### config.mk
export PLATFORM = sky130hd
export DESIGN_NAME = lc3_microsequencer_flat
export DESIGN_NICKNAME = d
export VERILOG_FILES = /design/src/rtl/lc3_microsequencer_if.sv /design/src/rtl/lc3_microsequencer.sv /design/src/flat_wrapper.sv
export SDC_FILE = /design/constraint.sdc
export NUM_CORES = 1
export LEC_CHECK = 0
export CELL_PAD_IN_SITES_DETAIL_PLACEMENT = 1
export CELL_PAD_IN_SITES_GLOBAL_PLACEMENT = 1
export CORE_MARGIN = 5
export CORE_UTILIZATION = 40
export CTS_CLUSTER_DIAMETER = 60
export DETAILED_ROUTE_END_ITERATION = 10
export DONT_BUFFER_PORTS = 1
export PLACE_DENSITY_LB_ADDON = 0.1
export SLEW_MARGIN = 20
export SYNTH_ARGS = -nofsm -noshare
export SYNTH_HDL_FRONTEND = slang
export SYNTH_SLANG_ARGS = --single-unit
### constraint.sdc
create_clock -name i_CLK -period 4 [get_ports i_CLK]
set_clock_uncertainty 0.2 [all_clocks]
set_input_delay 0.8 -clock i_CLK [delete_from_list [all_inputs] [get_ports i_CLK]]
set_output_delay 0.8 -clock i_CLK [all_outputs]
set_load 0.02 [all_outputs]
### src/rtl/lc3_microsequencer_if.sv
// Bundle between the LC-3 microsequencer and its surroundings: microinstruction
// branch fields and datapath status in, control store addressing and status out.
interface lc3_microsequencer_if #(
    parameter int AddrBusSize = 6
);
    logic                   i_stall;
    logic                   i_IRD;
    logic [2:0]             i_COND;
    logic [AddrBusSize-1:0] i_J;
    logic                   i_LD_BEN;
    logic [6:0]             i_IR;
    logic                   i_N;
    logic                   i_Z;
    logic                   i_P;
    logic                   i_R;
    logic                   i_PSR15;
    logic                   i_INT;
    logic [AddrBusSize-1:0] o_state;
    logic                   o_read_en;
    logic                   o_ben;
    logic                   o_mem_timeout;

    // Datapath / microinstruction side.
    modport master (
        output i_stall, i_IRD, i_COND, i_J, i_LD_BEN, i_IR,
               i_N, i_Z, i_P, i_R, i_PSR15, i_INT,
        input  o_state, o_read_en, o_ben, o_mem_timeout
    );

    // Sequencer side.
    modport slave (
        input  i_stall, i_IRD, i_COND, i_J, i_LD_BEN, i_IR,
               i_N, i_Z, i_P, i_R, i_PSR15, i_INT,
        output o_state, o_read_en, o_ben, o_mem_timeout
    );
endinterface

### src/rtl/lc3_microsequencer.sv
// LC-3 microsequencer: next-microstate generation, BEN register and a
// memory-wait watchdog that parks the control unit in a fault state.
module lc3_microsequencer #(
    parameter int AddrBusSize = 6,
    parameter int RESET_STATE = 18,
    parameter int MAX_WAIT    = 15
) (
    input  logic                        i_CLK,
    input  logic                        i_RST,
    lc3_microsequencer_if.slave         bus
);
    localparam int CNT_W = (MAX_WAIT > 0) ? $clog2(MAX_WAIT + 1) : 1;
    localparam bit WDOG_EN = (MAX_WAIT > 0);
    localparam logic [CNT_W:0] TRIP = (CNT_W + 1)'(MAX_WAIT);
    localparam logic [AddrBusSize-1:0] RST_ADDR = AddrBusSize'(RESET_STATE);

    typedef enum logic [1:0] {
        S_PRIME,
        S_RUN,
        S_FAULT
    } fsm_t;

    fsm_t                   fsm;
    logic [AddrBusSize-1:0] state;
    logic                   read_en;
    logic                   ben;
    logic                   mem_timeout;
    logic [CNT_W-1:0]       wait_cnt;

    logic [AddrBusSize-1:0] next_addr;
    logic [4:0]             cond_bits;
    logic                   ben_next;
    logic                   waiting;
    logic [CNT_W:0]         cnt_inc;
    logic                   trip;

    // IR bits: i_IR[6:3] = IR[15:12], i_IR[2] = IR[11], i_IR[1] = IR[10], i_IR[0] = IR[9].
    always_comb begin
        cond_bits    = '0;
        cond_bits[0] = (bus.i_COND == 3'b011) & bus.i_IR[2];
        cond_bits[1] = (bus.i_COND == 3'b001) & bus.i_R;
        cond_bits[2] = (bus.i_COND == 3'b010) & ben;
        cond_bits[3] = (bus.i_COND == 3'b100) & bus.i_PSR15;
        cond_bits[4] = (bus.i_COND == 3'b101) & bus.i_INT;
        if (bus.i_IRD)
            next_addr = AddrBusSize'(bus.i_IR[6:3]);
        else
            next_addr = bus.i_J | AddrBusSize'(cond_bits);
    end

    assign ben_next = (bus.i_IR[2] & bus.i_N) | (bus.i_IR[1] & bus.i_Z) | (bus.i_IR[0] & bus.i_P);

    assign waiting = (fsm == S_RUN) & ~bus.i_IRD & (bus.i_COND == 3'b001) & ~bus.i_R;
    assign cnt_inc = {1'b0, wait_cnt} + 1'b1;
    assign trip    = WDOG_EN & waiting & (cnt_inc == TRIP);

    // Stall freezes every register; a trip leaves o_state where the wait began.
    always_ff @(posedge i_CLK or posedge i_RST) begin
        if (i_RST) begin
            fsm         <= S_PRIME;
            state       <= RST_ADDR;
            read_en     <= 1'b0;
            ben         <= 1'b0;
            mem_timeout <= 1'b0;
            wait_cnt    <= '0;
        end else if (!bus.i_stall) begin
            case (fsm)
                S_PRIME: begin
                    fsm     <= S_RUN;
                    read_en <= 1'b1;
                end
                S_RUN: begin
                    if (bus.i_LD_BEN)
                        ben <= ben_next;
                    if (trip) begin
                        fsm         <= S_FAULT;
                        read_en     <= 1'b0;
                        mem_timeout <= 1'b1;
                        wait_cnt    <= cnt_inc[CNT_W-1:0];
                    end else begin
                        state    <= next_addr;
                        wait_cnt <= (WDOG_EN && waiting) ? cnt_inc[CNT_W-1:0] : '0;
                    end
                end
                S_FAULT: begin
                    read_en <= 1'b0;
                end
                default: begin
                    fsm     <= S_FAULT;
                    read_en <= 1'b0;
                end
            endcase
        end
    end

    assign bus.o_state       = state;
    assign bus.o_read_en     = read_en;
    assign bus.o_ben         = ben;
    assign bus.o_mem_timeout = mem_timeout;
endmodule

### src/flat_wrapper.sv
// flat-port wrapper written by rule: the top's interface ports become plain ports
module lc3_microsequencer_flat 
#(
    parameter int AddrBusSize = 6,
    parameter int RESET_STATE = 18,
    parameter int MAX_WAIT    = 15
)
  (i_CLK, i_RST, bus_i_stall, bus_i_IRD, bus_i_COND, bus_i_J, bus_i_LD_BEN, bus_i_IR, bus_i_N, bus_i_Z, bus_i_P, bus_i_R, bus_i_PSR15, bus_i_INT, bus_o_state, bus_o_read_en, bus_o_ben, bus_o_mem_timeout);
  lc3_microsequencer_if #(.AddrBusSize(AddrBusSize)) bus_i ();
  input  logic i_CLK;
  input  logic i_RST;
  input wire logic [$bits(bus_i.i_stall)-1:0] bus_i_stall;
  input wire logic [$bits(bus_i.i_IRD)-1:0] bus_i_IRD;
  input wire logic [$bits(bus_i.i_COND)-1:0] bus_i_COND;
  input wire logic [$bits(bus_i.i_J)-1:0] bus_i_J;
  input wire logic [$bits(bus_i.i_LD_BEN)-1:0] bus_i_LD_BEN;
  input wire logic [$bits(bus_i.i_IR)-1:0] bus_i_IR;
  input wire logic [$bits(bus_i.i_N)-1:0] bus_i_N;
  input wire logic [$bits(bus_i.i_Z)-1:0] bus_i_Z;
  input wire logic [$bits(bus_i.i_P)-1:0] bus_i_P;
  input wire logic [$bits(bus_i.i_R)-1:0] bus_i_R;
  input wire logic [$bits(bus_i.i_PSR15)-1:0] bus_i_PSR15;
  input wire logic [$bits(bus_i.i_INT)-1:0] bus_i_INT;
  output wire logic [$bits(bus_i.o_state)-1:0] bus_o_state;
  output wire logic [$bits(bus_i.o_read_en)-1:0] bus_o_read_en;
  output wire logic [$bits(bus_i.o_ben)-1:0] bus_o_ben;
  output wire logic [$bits(bus_i.o_mem_timeout)-1:0] bus_o_mem_timeout;
  assign bus_i.i_stall = bus_i_stall;
  assign bus_i.i_IRD = bus_i_IRD;
  assign bus_i.i_COND = bus_i_COND;
  assign bus_i.i_J = bus_i_J;
  assign bus_i.i_LD_BEN = bus_i_LD_BEN;
  assign bus_i.i_IR = bus_i_IR;
  assign bus_i.i_N = bus_i_N;
  assign bus_i.i_Z = bus_i_Z;
  assign bus_i.i_P = bus_i_P;
  assign bus_i.i_R = bus_i_R;
  assign bus_i.i_PSR15 = bus_i_PSR15;
  assign bus_i.i_INT = bus_i_INT;
  assign bus_o_state = bus_i.o_state;
  assign bus_o_read_en = bus_i.o_read_en;
  assign bus_o_ben = bus_i.o_ben;
  assign bus_o_mem_timeout = bus_i.o_mem_timeout;
  lc3_microsequencer #(.AddrBusSize(AddrBusSize), .RESET_STATE(RESET_STATE), .MAX_WAIT(MAX_WAIT)) u_core (.i_CLK(i_CLK), .i_RST(i_RST), .bus(bus_i));
endmodule
==> results.md <==
- The cell chosen for the clock root is sky130_fd_sc_hd__clkbuf_4.
- By startpoint and endpoint, the worst setup path is classified as input port to flop.
- The fraction of the mapped netlist area in compound gates is 20.25%.
- The overall overflow remaining after global route is 0.
- After synthesis, the largest family of logic cells by area is compound AO/OA/AOI/OAI gates.
- The ratio of final minimum period to clock period is 52.45%.
- Yosys printed 0 warnings.
- The max-capacitance violation count is 0.
- After floorplanning, the core was sized to cover 1962 sq um.
- Once the clock tree was built, the resizer swapped 0 gates to a different size.
- The post-synthesis average cell area is between 10 and 15 sq um.
- Along the worst path, the maximum fanout reaches 11.
- The clock slew seen by the registers of the worst setup and hold paths is 0.10 ns.
- The share of synthesized area in the top cell type comes to 39.88%.
- The worst pin sits at a relative slew slack of 60.07%.
- For the worst-skew pair, the clock arrives at the later sink with an insertion delay of 0.28 ns.
- The first global-routing pass estimated 2877 microns of wire.
- On the final layout, the worst hold slack is 0.2484 ns.
- The number of failing hold endpoints at the final stage is 0.
- The setup-violating endpoint count in the final report is 0.
- For this configuration, the core starts out at a cell density of just over 40%.
- The data required time of the critical path is 3.98 ns.
- The via count of the first global-routing pass came to 695.
- From left edge to right edge, the die measures between 50 and 60 microns.
- The detailed router finished its first iteration with 7 violations.
- CTS saw 15 sinks.
- Of the total synthesized cell area, the portion taken by full adders, half adders and majority gates is 3.067%.
- Total power for the finished layout comes to 313.2 uW.
- After routing, the total negative slack on setup checks comes to 0 ns.
- The aggregate global-route resource usage is 13.65%.
- The total count of max-transition violations in the final report is 0.
- The multiplexer share of the synthesized area is 8.129%.
- The pin count of the biggest net entering global routing is 16.
- The number of cells produced by synthesis is 74.
- The number of hold buffers added after CTS was 0.
- The initial antenna violation count is 0.
- Summing over every cut layer, the via total after detailed routing is 593.
- Derived from the worst setup path, the maximum achievable clock frequency is 0.4766 GHz.
- After Yosys synthesis, XOR and XNOR cells account for 2.147% of the synthesized area.
- The kind of start point of the critical path is an input port.
- Summed over all layers, the routed wires come to 1905 microns.
- The library cells used most frequently in the layout, excluding fill and tap cells, are sky130_fd_sc_hd__dfrtp_1, sky130_fd_sc_hd__inv_1, sky130_fd_sc_hd__nand2_1, sky130_fd_sc_hd__o21ai_0, sky130_fd_sc_hd__mux2_2.
- The synthesized netlist devotes 16.41% of its cell area to simple gates.
- For the pin with the worst max-slew slack, the measured transition is 0.5943 ns.
- Summing the sequential cell areas from Yosys gives 46.32% of the chip area.
- Ranked by total cell area, the synthesized netlist is headed by sky130_fd_sc_hd__dfrtp_1, sky130_fd_sc_hd__mux2_2, sky130_fd_sc_hd__dfstp_2.
- When the netlist entered floorplanning its net count stood at about 100.
- The chip height is roughly 55 microns.
- The number of fill cells is between 200 and 250.
- The signal arrival time at the worst endpoint is 2.08 ns.
- The register bit count reported by yosys is 15.
- The type of the tightest min-delay check is input port to asynchronous set/reset pin.
- For this run, the number of standard cells in the final layout without fillers is 104.
- The number of setup buffers added after CTS is 0.
- Counting tap cells, the placed design contains a total of 100 instances.
- Summed over all nets, the half-perimeter wirelength after detailed placement is between 1500 and 2000 microns.
- The number of rows created at floorplan is 16.
- The H-tree depth is 1.
- Power spread over the standard cell area amounts to roughly 360 nW/um^2.
- The run finished with clean final reports.
- The total clock buffers created by CTS is 3.
- The count of nets left with antenna violations once routing finished came out at 0.
- The most common library cell in the layout ignoring fill and taps is sky130_fd_sc_hd__dfrtp_1.
- The growth of design area from synthesis to finish is 7.055%.
- Summing every instance area after synthesis gives 815.8 sq um.
- The number of top-level pins is 36.
- Counting along the longest clock path gives a buffer depth of 2.
- Buffers placed on the I/O ports in this run total 0.
- TritonCTS built the clock tree.
- The wire length per cell is 18.32 microns.
- Combinational logic is responsible for 10.5% of the overall power.
- The library cell with the largest summed area after synthesis is sky130_fd_sc_hd__dfrtp_1.
- In the routed design, unresolved DRC markers number 0.
- Dividing the detail-routed via count by the number of cells gives 5.702.
- The number of antenna diodes is 0.
- Setup repair after global routing left no endpoint under its margin.
- Internal power comes to 221.6 uW.
- The fraction of power spent switching nets is 29.25%.
- Per report_power, the sequential group accounts for between 60 and 70% of the total.
- The final period demand of the worst path is 2.098 ns.
- The end-of-flow core utilization is 44.52%.
- After the last flow step, the layout net total stands at 107.
- The area of the die is 3043 sq um.
- The routability-driven placement congestion ratio is 0.6675.
- In this run the power spent charging and discharging nets is 91.59 uW.
- The total iterations of the first detailed-routing run is 4.
- The clock network fraction of design power is 28.4%.
- The fraction of final layout cells sized beyond drive strength 1 is 20.78%.
- The worst-case IR drop observed on VDD is 0.0001812 V.
- For this design the static power due to leakage is 0.0003842 uW.
- The worst setup path is captured at a flop.
- Counting distinct cell types in the post-synthesis netlist gives 33.
## worst paths after layout
path | from | end | slack (ns) | cells past startpoint
max reg2reg | u_core.wait_cnt[1] | u_core.bus.o_state[3] | 2.00 | 5
min reg2reg | u_core.wait_cnt[2] | u_core.wait_cnt[2] | 0.37 | 1
min in group i_CLK | u_core.wait_cnt[2] | u_core.wait_cnt[2] | 0.37 | 1
max | bus_i_IRD | u_core.bus.o_state[3] | 1.90 | 4
min | i_RST | u_core.bus.o_state[0] | 0.25 | 1
max in group asynchronous | i_RST | u_core.bus.o_state[1] | 2.97 | 1
## synth_stat cells, drive strengths merged
library cell and count:
mux2 5, nor2b 2, nand3b 1, a31o 1
o21ai 5, nand3 2, clkbuf 1, xor2 1
dfstp 2, nor2 2, a222oi 1, nor4b 1
o22ai 2, a221o 1, mux2i 1, nor3b 2
a21oi 2, xnor2 1, nand2b 1, o2bb2ai 1
nor3 2, inv 7, ha 2, o31ai 2
nand4 1, a21o 2, a41oi 2, nand2 5
a31oi 3, dfrtp 13
## state kept, by name (all words and copies together), names as in the netlist
register and flops:
u_core.bus.o_ben 1, u_core.bus.o_mem_timeout 1, u_core.bus.o_read_en 1, u_core.bus.o_state 6, u_core.fsm 2, u_core.wait_cnt 4
## layout make-up
cell class / count / area, sq um / area share (%)
Clock buffer: 3 / 22.52 / 2.579
Multi-Input combinational cell: 51 / 407.9 / 46.70
Clock inverter: 1 / 5.005 / 0.5731
Tap cell: 27 / 33.78 / 3.868
Inverter: 7 / 26.28 / 3.009
Sequential cell: 15 / 377.9 / 43.27
## kinds of logic (layout without fill, tap and decap cells)
logic type,after synthesis,count (layout)
xor+xnor,2,2
flops,15,15
fa+ha+maj,2,2
compound gates,22,22
buf+inv,8,11
mux,6,6
simple gates,19,19
## power by group through the flow
stage | sequential [uW] | combinational [uW] | clock, uW
final | 191 | 33.0 | 89.0
after global routing | 193 | 37.1 | 97.4
after CTS | 192 | 33.9 | 94.1
after detailed placement | 195 | 33.8 | 0
after global placement | 194 | 32.4 | 0
after floorplan | 191 | 29.5 | 0
## critical path: stages
cell and delay (ns):
sky130_fd_sc_hd__nor4b_4 0.32, sky130_fd_sc_hd__nand3_2 0.15, sky130_fd_sc_hd__o31ai_4 0.42, sky130_fd_sc_hd__mux2_2 0.38
## routing by layer
metal	global-route usage (%)	up-vias	part of all wire, %
met2	25.00	17	55
met1	14.40	293	36
met4	7.287	0	0.52
met3	2.949	2	8.1
met5	0	-	0
li1	-	281	-
## stage by stage
stage | area [sq um] | worst slack, ns
global placement | 845.8 | 1.624
detailed placement | 845.8 | 1.587
global route | 873.3 | 1.847
finish | 873.3 | 1.902
CTS | 873.3 | 1.906
floorplan | 815.8 | 1.734
(Power assumes the default switching activity.)
